`src/rtl/vga_timing_pkg.sv`:
```
// Shared 640x480@60 timing constants and monitor FSM encoding.
// The transmitter (vga_top) and the receive-side monitor both import this.
package vga_timing_pkg;

  localparam int H_VISIBLE = 640;
  localparam int H_FRONT   = 16;
  localparam int H_SYNC    = 96;
  localparam int H_BACK    = 48;
  localparam int H_TOTAL   = H_VISIBLE + H_FRONT + H_SYNC + H_BACK;

  localparam int V_VISIBLE = 480;
  localparam int V_FRONT   = 10;
  localparam int V_SYNC    = 2;
  localparam int V_BACK    = 33;
  localparam int V_TOTAL   = V_VISIBLE + V_FRONT + V_SYNC + V_BACK;

  // First visible column/row, counted from the sync assertion edge.
  localparam int H_VIS_START = H_SYNC + H_BACK;
  localparam int V_VIS_START = V_SYNC + V_BACK;

  localparam int SYNC_ACTIVE_LOW = 1;
  localparam int LOCK_FRAMES     = 2;

  localparam int CNT_W = 10;

  // Monitor FSM encoding; SEARCH is zero so the reset value is all-zero.
  localparam logic [1:0] ST_SEARCH  = 2'd0;
  localparam logic [1:0] ST_ACQUIRE = 2'd1;
  localparam logic [1:0] ST_LOCKED  = 2'd2;

  // Increment that sticks at 255 instead of wrapping.
  function automatic logic [7:0] sat_inc8(input logic [7:0] v);
    return (v == 8'hFF) ? v : v + 8'd1;
  endfunction

endpackage

```
`src/rtl/vga_rx_axis_counter.sv`:
```
// One timing axis of the monitor: a saturating position counter plus
// period and pulse-width checks.
//
// count is the position of the sample currently in the input register:
// 0 on the restart cycle, otherwise the stored value advanced by enable.
// The period is the stored value + 1 on the restart cycle; the pulse width
// is count on the pulse_end cycle. viol is high only on those event cycles.
module vga_rx_axis_counter
  import vga_timing_pkg::*;
#(
  parameter int PERIOD = 800,
  parameter int WIDTH  = 96
) (
  input  logic             clk,
  input  logic             rst,
  input  logic             enable,
  input  logic             restart,
  input  logic             pulse_end,
  output logic [CNT_W-1:0] count,
  output logic             viol
);

  localparam logic [CNT_W:0]   PERIOD_L = (CNT_W+1)'(PERIOD);
  localparam logic [CNT_W:0]   WIDTH_L  = (CNT_W+1)'(WIDTH);
  localparam logic [CNT_W-1:0] CNT_MAX  = '1;

  logic [CNT_W-1:0] cnt_q;
  logic [CNT_W:0]   period_len;

  // Next position: restart wins, otherwise advance and stick at the top.
  always_comb begin
    count = cnt_q;
    if (restart) begin
      count = '0;
    end else if (enable && (cnt_q != CNT_MAX)) begin
      count = cnt_q + 1'b1;
    end
  end

  assign period_len = {1'b0, cnt_q} + 1'b1;

  // Period checked at restart, width checked at the pulse deassertion edge.
  always_comb begin
    viol = 1'b0;
    if (restart && (period_len != PERIOD_L)) begin
      viol = 1'b1;
    end
    if (pulse_end && ({1'b0, count} != WIDTH_L)) begin
      viol = 1'b1;
    end
  end

  // Position register.
  always_ff @(posedge clk) begin
    if (rst) begin
      cnt_q <= '0;
    end else begin
      cnt_q <= count;
    end
  end

endmodule

```
`src/rtl/vga_rx_monitor.sv`:
```
// Receive-side VGA monitor: registers the incoming sync/colour pins,
// recovers pixel coordinates, checks line/frame timing and reports lock.
//
// pix_valid qualifies pix_x/pix_y/pix_rgb for exactly one cycle; there is
// no ready, the consumer must take every valid beat. When pix_valid is 0
// the pixel fields are forced to 0.
module vga_rx_monitor #(
  parameter int H_VISIBLE       = vga_timing_pkg::H_VISIBLE,
  parameter int H_FRONT         = vga_timing_pkg::H_FRONT,
  parameter int H_SYNC          = vga_timing_pkg::H_SYNC,
  parameter int H_BACK          = vga_timing_pkg::H_BACK,
  parameter int V_VISIBLE       = vga_timing_pkg::V_VISIBLE,
  parameter int V_FRONT         = vga_timing_pkg::V_FRONT,
  parameter int V_SYNC          = vga_timing_pkg::V_SYNC,
  parameter int V_BACK          = vga_timing_pkg::V_BACK,
  parameter int SYNC_ACTIVE_LOW = vga_timing_pkg::SYNC_ACTIVE_LOW,
  parameter int LOCK_FRAMES     = vga_timing_pkg::LOCK_FRAMES
) (
  input  logic       clk_25MHz,
  input  logic       d_reset,
  input  logic       Hsync,
  input  logic       Vsync,
  input  logic [3:0] red,
  input  logic [3:0] green,
  input  logic [3:0] blue,
  output logic       locked,
  output logic       pix_valid,
  output logic [9:0] pix_x,
  output logic [9:0] pix_y,
  output logic [11:0] pix_rgb,
  output logic       frame_start,
  output logic       err_pulse,
  output logic [7:0] err_count,
  output logic [7:0] frame_count,
  output logic [1:0] dbg_state
);
  import vga_timing_pkg::*;

  localparam int LINE_LEN    = H_VISIBLE + H_FRONT + H_SYNC + H_BACK;
  localparam int FRAME_LINES = V_VISIBLE + V_FRONT + V_SYNC + V_BACK;
  localparam logic [9:0] H_LO = 10'(H_SYNC + H_BACK);
  localparam logic [9:0] H_HI = 10'(H_SYNC + H_BACK + H_VISIBLE);
  localparam logic [9:0] V_LO = 10'(V_SYNC + V_BACK);
  localparam logic [9:0] V_HI = 10'(V_SYNC + V_BACK + V_VISIBLE);

  logic        hs_in, vs_in;
  logic        hs_r, vs_r, hs_d, vs_d;
  logic [11:0] rgb_r;
  logic        hs_rise, hs_fall, vs_rise, vs_fall;
  logic        vs_pend;
  logic [9:0]  h_pos, v_pos;
  logic        h_viol, v_viol, viol, vis;
  logic [1:0]  state_q, state_n;
  logic [7:0]  good_q, good_n;
  logic        lock_n;

  assign hs_in = (SYNC_ACTIVE_LOW != 0) ? ~Hsync : Hsync;
  assign vs_in = (SYNC_ACTIVE_LOW != 0) ? ~Vsync : Vsync;

  // Input register stage plus one-cycle history for edge detection.
  always_ff @(posedge clk_25MHz) begin
    if (d_reset) begin
      hs_r  <= 1'b0;
      vs_r  <= 1'b0;
      hs_d  <= 1'b0;
      vs_d  <= 1'b0;
      rgb_r <= '0;
    end else begin
      hs_r  <= hs_in;
      vs_r  <= vs_in;
      hs_d  <= hs_r;
      vs_d  <= vs_r;
      rgb_r <= {red, green, blue};
    end
  end

  assign hs_rise = hs_r & ~hs_d;
  assign hs_fall = ~hs_r & hs_d;
  assign vs_rise = vs_r & ~vs_d;
  assign vs_fall = ~vs_r & vs_d;

  // Remember a Vsync assertion until the Hsync edge that restarts v_cnt.
  always_ff @(posedge clk_25MHz) begin
    if (d_reset || hs_rise) begin
      vs_pend <= 1'b0;
    end else if (vs_rise) begin
      vs_pend <= 1'b1;
    end
  end

  vga_rx_axis_counter #(.PERIOD(LINE_LEN), .WIDTH(H_SYNC)) u_h_axis (
    .clk       (clk_25MHz),
    .rst       (d_reset),
    .enable    (1'b1),
    .restart   (hs_rise),
    .pulse_end (hs_fall),
    .count     (h_pos),
    .viol      (h_viol)
  );

  vga_rx_axis_counter #(.PERIOD(FRAME_LINES), .WIDTH(V_SYNC)) u_v_axis (
    .clk       (clk_25MHz),
    .rst       (d_reset),
    .enable    (hs_rise),
    .restart   (hs_rise & (vs_pend | vs_rise)),
    .pulse_end (vs_fall),
    .count     (v_pos),
    .viol      (v_viol)
  );

  // Violations only matter once a Vsync edge has been seen.
  assign viol = (state_q != ST_SEARCH) && (h_viol || v_viol);
  assign vis  = (h_pos >= H_LO) && (h_pos < H_HI) && (v_pos >= V_LO) && (v_pos < V_HI);

  // Lock FSM: any violation drops straight back to SEARCH.
  always_comb begin
    state_n = state_q;
    good_n  = good_q;
    if (viol) begin
      state_n = ST_SEARCH;
    end else begin
      case (state_q)
        ST_SEARCH: begin
          if (vs_rise) begin
            state_n = ST_ACQUIRE;
            good_n  = '0;
          end
        end
        ST_ACQUIRE: begin
          if (vs_rise) begin
            good_n = good_q + 8'd1;
            if (good_n >= 8'(LOCK_FRAMES)) begin
              state_n = ST_LOCKED;
            end
          end
        end
        ST_LOCKED: ;
        default: state_n = ST_SEARCH;
      endcase
    end
  end

  assign lock_n    = (state_n == ST_LOCKED);
  assign dbg_state = state_q;

  // FSM state and all registered outputs.
  always_ff @(posedge clk_25MHz) begin
    if (d_reset) begin
      state_q     <= ST_SEARCH;
      good_q      <= '0;
      locked      <= 1'b0;
      pix_valid   <= 1'b0;
      pix_x       <= '0;
      pix_y       <= '0;
      pix_rgb     <= '0;
      frame_start <= 1'b0;
      err_pulse   <= 1'b0;
      err_count   <= '0;
      frame_count <= '0;
    end else begin
      state_q     <= state_n;
      good_q      <= good_n;
      locked      <= lock_n;
      pix_valid   <= vis && lock_n;
      pix_x       <= (vis && lock_n) ? h_pos - H_LO : '0;
      pix_y       <= (vis && lock_n) ? v_pos - V_LO : '0;
      pix_rgb     <= (vis && lock_n) ? rgb_r : '0;
      err_pulse   <= viol;
      frame_start <= vs_rise && lock_n;
      if (viol) begin
        err_count <= sat_inc8(err_count);
      end
      if (vs_rise && lock_n) begin
        frame_count <= frame_count + 8'd1;
      end
    end
  end

endmodule
```
`config.mk`:
```
export PLATFORM = sky130hd
export DESIGN_NAME = vga_rx_monitor
export DESIGN_NICKNAME = d
export VERILOG_FILES = /design/src/rtl/vga_timing_pkg.sv /design/src/rtl/vga_rx_axis_counter.sv /design/src/rtl/vga_rx_monitor.sv
export SDC_FILE = /design/constraint.sdc
export NUM_CORES = 1
export LEC_CHECK = 0
export ABC_AREA = 1
export BUFFER_PORTS_ARGS = -buffer_cell sky130_fd_sc_hd__buf_2
export CORE_MARGIN = 3
export CORE_UTILIZATION = 55
export CTS_CLUSTER_DIAMETER = 150
export DETAILED_ROUTE_END_ITERATION = 10
export GPL_ROUTABILITY_DRIVEN = 0
export GPL_TIMING_DRIVEN = 0
export PLACE_DENSITY = 0.81
export SETUP_SLACK_MARGIN = 0.5
export SYNTH_ARGS = -nofsm -noshare
export SYNTH_HDL_FRONTEND = slang
export SYNTH_SLANG_ARGS = --single-unit
```
`constraint.sdc`:
```
create_clock -name clk_25MHz -period 3.2 [get_ports clk_25MHz]
set_input_delay 0.32 -clock clk_25MHz [delete_from_list [all_inputs] [get_ports clk_25MHz]]
set_output_delay 0.32 -clock clk_25MHz [all_outputs]
set_load 0.02 [all_outputs]
```
==> flow_summary.json <==
{
  "clockBufferDepth": 2,
  "p_leak_nw": 3.00,
  "grt_usage_pct": 22.6,
  "fmax_mhz": 373,
  "r2r-end": "pix_x[1]$_SDFF_PP0_",
  "htree_levels": 3,
  "synthTopCellsByArea": "dfxtp_1, nand2_1, inv_1",
  "maxCapViolations": 0,
  "seqPwrFrac_pct": 51.2,
  "finalPower_w": 0.00252,
  "synthMuxAreaShare_pct": 0,
  "clock-sinks": 99,
  "rsz0062_at_grt": "true",
  "wirelength_um": 11900,
  "arrival_ns": 2.97,
  "start_util_pct": 57.9,
  "vias": 4663,
  "die_w_um": 100,
  "power_switching_w": 0.000676,
  "yosysWarnings": 0,
  "power.internal_w": 0.00184,
  "dr.pass1.iters": 5,
  "syn_inst": 673,
  "yosysMostFrequentCell": "nand2_1",
  "port_buffers": 69,
  "synth-xor-area-share_pct": 4.67,
  "rrSetupSlack_ns": 0.52,
  "clkTransAtPathRegs_ns": 0.10,
  "synth-adder-area-share_pct": 3.08,
  "hold_slack_ns": 0.133,
  "netlist_area_um2": 4880,
  "synthDistinctLibCells": 34,
  "die_h_um": 100,
  "hpwlAfterDp_um": 8020,
  "synth_edf_count": 0,
  "clk-insertion-delay-late_ns": 0.36,
  "synth-simple-area-share_pct": 36.5,
  "slew_violations": 0,
  "numCtsBuffers": 9,
  "synth_compound_area_share_pct": 4.49,
  "overflow": 0,
  "grt_pass1_vias": 4189,
  "cp-start-kind": "flop",
  "power.share.clock_pct": 34.9,
  "swShare_pct": 26.9,
  "dpl_cell_area_um2": 5350,
  "cp_max_fo": 10,
  "cts-root-buf": "clkbuf_8",
  "cts_tree": "built",
  "synth_top_cell_area_share_pct": 40.6,
  "status": "completed",
  "dp_worst_setup_slack_ns": 0.0456,
  "period_share_pct": 83.7,
  "grt_pass1_wl_um": 18500,
  "synthesis.nets": 701,
  "grt_max_degree": 17,
  "placementRows": 33,
  "vias_per_cell": 5.25,
  "setup_tns_ns": 0,
  "reg2reg_depth": 20,
  "nets": 806,
  "worstSetupPathType": "flop to flop",
  "ys_seq_area_share_pct": 40.6,
  "max_slew.worst_pin.slew_ns": 0.622,
  "synth_ff_type": "dfxtp_1",
  "final_area_um2": 6000,
  "postSynth.asyncResetShare_pct": 0,
  "p_comb_share_pct": 13.9,
  "drc": 0,
  "slew_headroom_pct": 58.4,
  "setup_viol": 0,
  "antenna_found_initial": 0,
  "drive_gt1_share_pct": 26.8,
  "synthTopCellsByCount": "nand2_1, inv_1, dfxtp_1",
  "diodes": 0,
  "critical_path.endpoint_type": "flop",
  "ys_ff_latch": 99,
  "holdCritPathClass": "input pin to flop",
  "min_to": "vs_r$_SDFF_PP0_",
  "syn_area_per_cell_um2": 7.25,
  "yosys.area.top_type": "dfxtp_1",
  "crit_required_ns": 3.49,
  "powerDensity_nw_per_um2": 419,
  "hold_depth": 2,
  "die_area_um2": 10000,
  "post_drt_wl_per_cell_um": 13.4,
  "reg2reg_from": "u_v_axis.cnt_q[1]$_SDFF_PP0_",
  "drtAntennaViolNets": 0,
  "hp-start": "Vsync",
  "fin_ws_ns": 0.521,
  "io_pins": 70,
  "area_growth_pct": 23.1,
  "vdd_drop_max_mv": 0.242,
  "core_um2": 8420,
  "nFillCells": 686,
  "fin_skew_ns": 0.0147,
  "period_needed_ns": 2.68,
  "drt_iter0_drc": 341,
  "synth_top_family_by_area": "simple AND/OR/NAND/NOR gates",
  "finalHoldViolations": 0
}
-- critical path: stages (launching register included) --
cell      delay [ns]
dfxtp_4         0.40
ha_4            0.17
nand3_4         0.09
inv_4           0.09
nand3_4         0.07
nand2_4         0.12
buf_8           0.12
o211ai_1        0.13
inv_1           0.13
ha_2            0.17
nand2_1         0.05
nor2_1          0.11
nand2_1         0.11
nand2_2         0.11
nand2_4         0.07
nand2_4         0.08
nand3_4         0.10
nor2_4          0.16
inv_4           0.08
buf_8           0.15
nor2_1          0.08
-- routing by layer --
layer / vias to the layer above / routed length, um / global-route usage (%)
met3: 36 / 779 / 3.89
met1: 2136 / 4960 / 27.9
li1: 2311 / - / -
met2: 180 / 5810 / 39.6
met4: 0 / 374 / 8.39
met5: - / 0 / 0
-- flip-flops by register name, indices dropped and copies added, names as in the netlist, 2 cells and up --
| name | count |
|---|---|
| u_v_axis.cnt_q | 10 |
| frame_count | 8 |
| err_count | 8 |
| dbg_state | 2 |
| pix_y | 10 |
| good_q | 8 |
| rgb_r | 12 |
| u_h_axis.cnt_q | 10 |
| pix_rgb | 12 |
| pix_x | 10 |
-- stage by stage --
step | utilization [%] | cells
2_1_floorplan | - | 673
3_3_place_gp | 63.6 | 847
3_5_place_dp | 63.6 | 847
4_1_cts | 67.6 | 868
5_1_grt | 71.3 | 888
6_report | 71.3 | 888
-- final cells by class --
class	count	area [um2]	area share [%]
clock buffer	11	131	2.19
timing repair buffer	94	584	9.73
tap	105	131	2.19
clock inverter	5	86.3	1.44
multi-input combinational	449	2510	41.9
buffer	16	135	2.25
sequential	99	2000	33.4
inverter	109	418	6.96
-- placed cells by master (no fill, tap or decap), drive strengths merged, types with 12 or more instances in the layout --
master and instances:
o21ai 13, inv 108, xor2 21, nor2 119, buf 102, nand3 61
ha 12, nand4 28, clkbuf 19, a21oi 24, dfxtp 99, nand2 153
-- power groups by stage --
| stage | combinational, W | clock, W | sequential, W |
|---|---|---|---|
| after floorplan | 0.000215 | 0 | 0.00131 |
| after global placement | 0.000276 | 0 | 0.00131 |
| after detailed placement | 0.000285 | 0 | 0.00132 |
| after CTS | 0.000299 | 0.000900 | 0.00129 |
| after global routing | 0.000388 | 0.000944 | 0.00129 |
| final | 0.000349 | 0.000878 | 0.00129 |
-- worst max-delay path by stage --
stage | cells after the start | startpoint | slack, ns | endpoint
final | 20 | u_v_axis.cnt_q[1]$_SDFF_PP0_ | 0.52 | pix_x[1]$_SDFF_PP0_
after detailed placement | 19 | u_v_axis.cnt_q[0]$_SDFF_PP0_ | 0.05 | pix_x[0]$_SDFF_PP0_
after global placement | 19 | u_v_axis.cnt_q[0]$_SDFF_PP0_ | 0.1 | pix_x[4]$_SDFF_PP0_
after floorplan | 19 | u_v_axis.cnt_q[0]$_SDFF_PP0_ | 0.57 | pix_x[4]$_SDFF_PP0_
after global routing | 19 | u_v_axis.cnt_q[1]$_SDFF_PP0_ | 0.37 | pix_x[1]$_SDFF_PP0_
after CTS | 19 | u_h_axis.cnt_q[1]$_SDFF_PP0_ | 0.50 | pix_x[0]$_SDFF_PP0_
-- cells by family (layout without fill, tap and decap cells) --
group                      Yosys count  after routing
and+or+nand+nor                    373            373
DFF                                 99             99
adders and majority gates           12             12
xor gates and xnor gates            26             26
AOI/OAI and AO/OA                   38             38
buffers and inverters              125            235
-- timing repair --
item,4_1_cts,5_1_grt
hold buffers,0,0
setup buffers,5,18
endpoints found under the setup margin,61,60
pin swaps,5,24
cloned,0,2
resized for setup,24,38
Note: power is estimated with default switching activity, not from simulation.
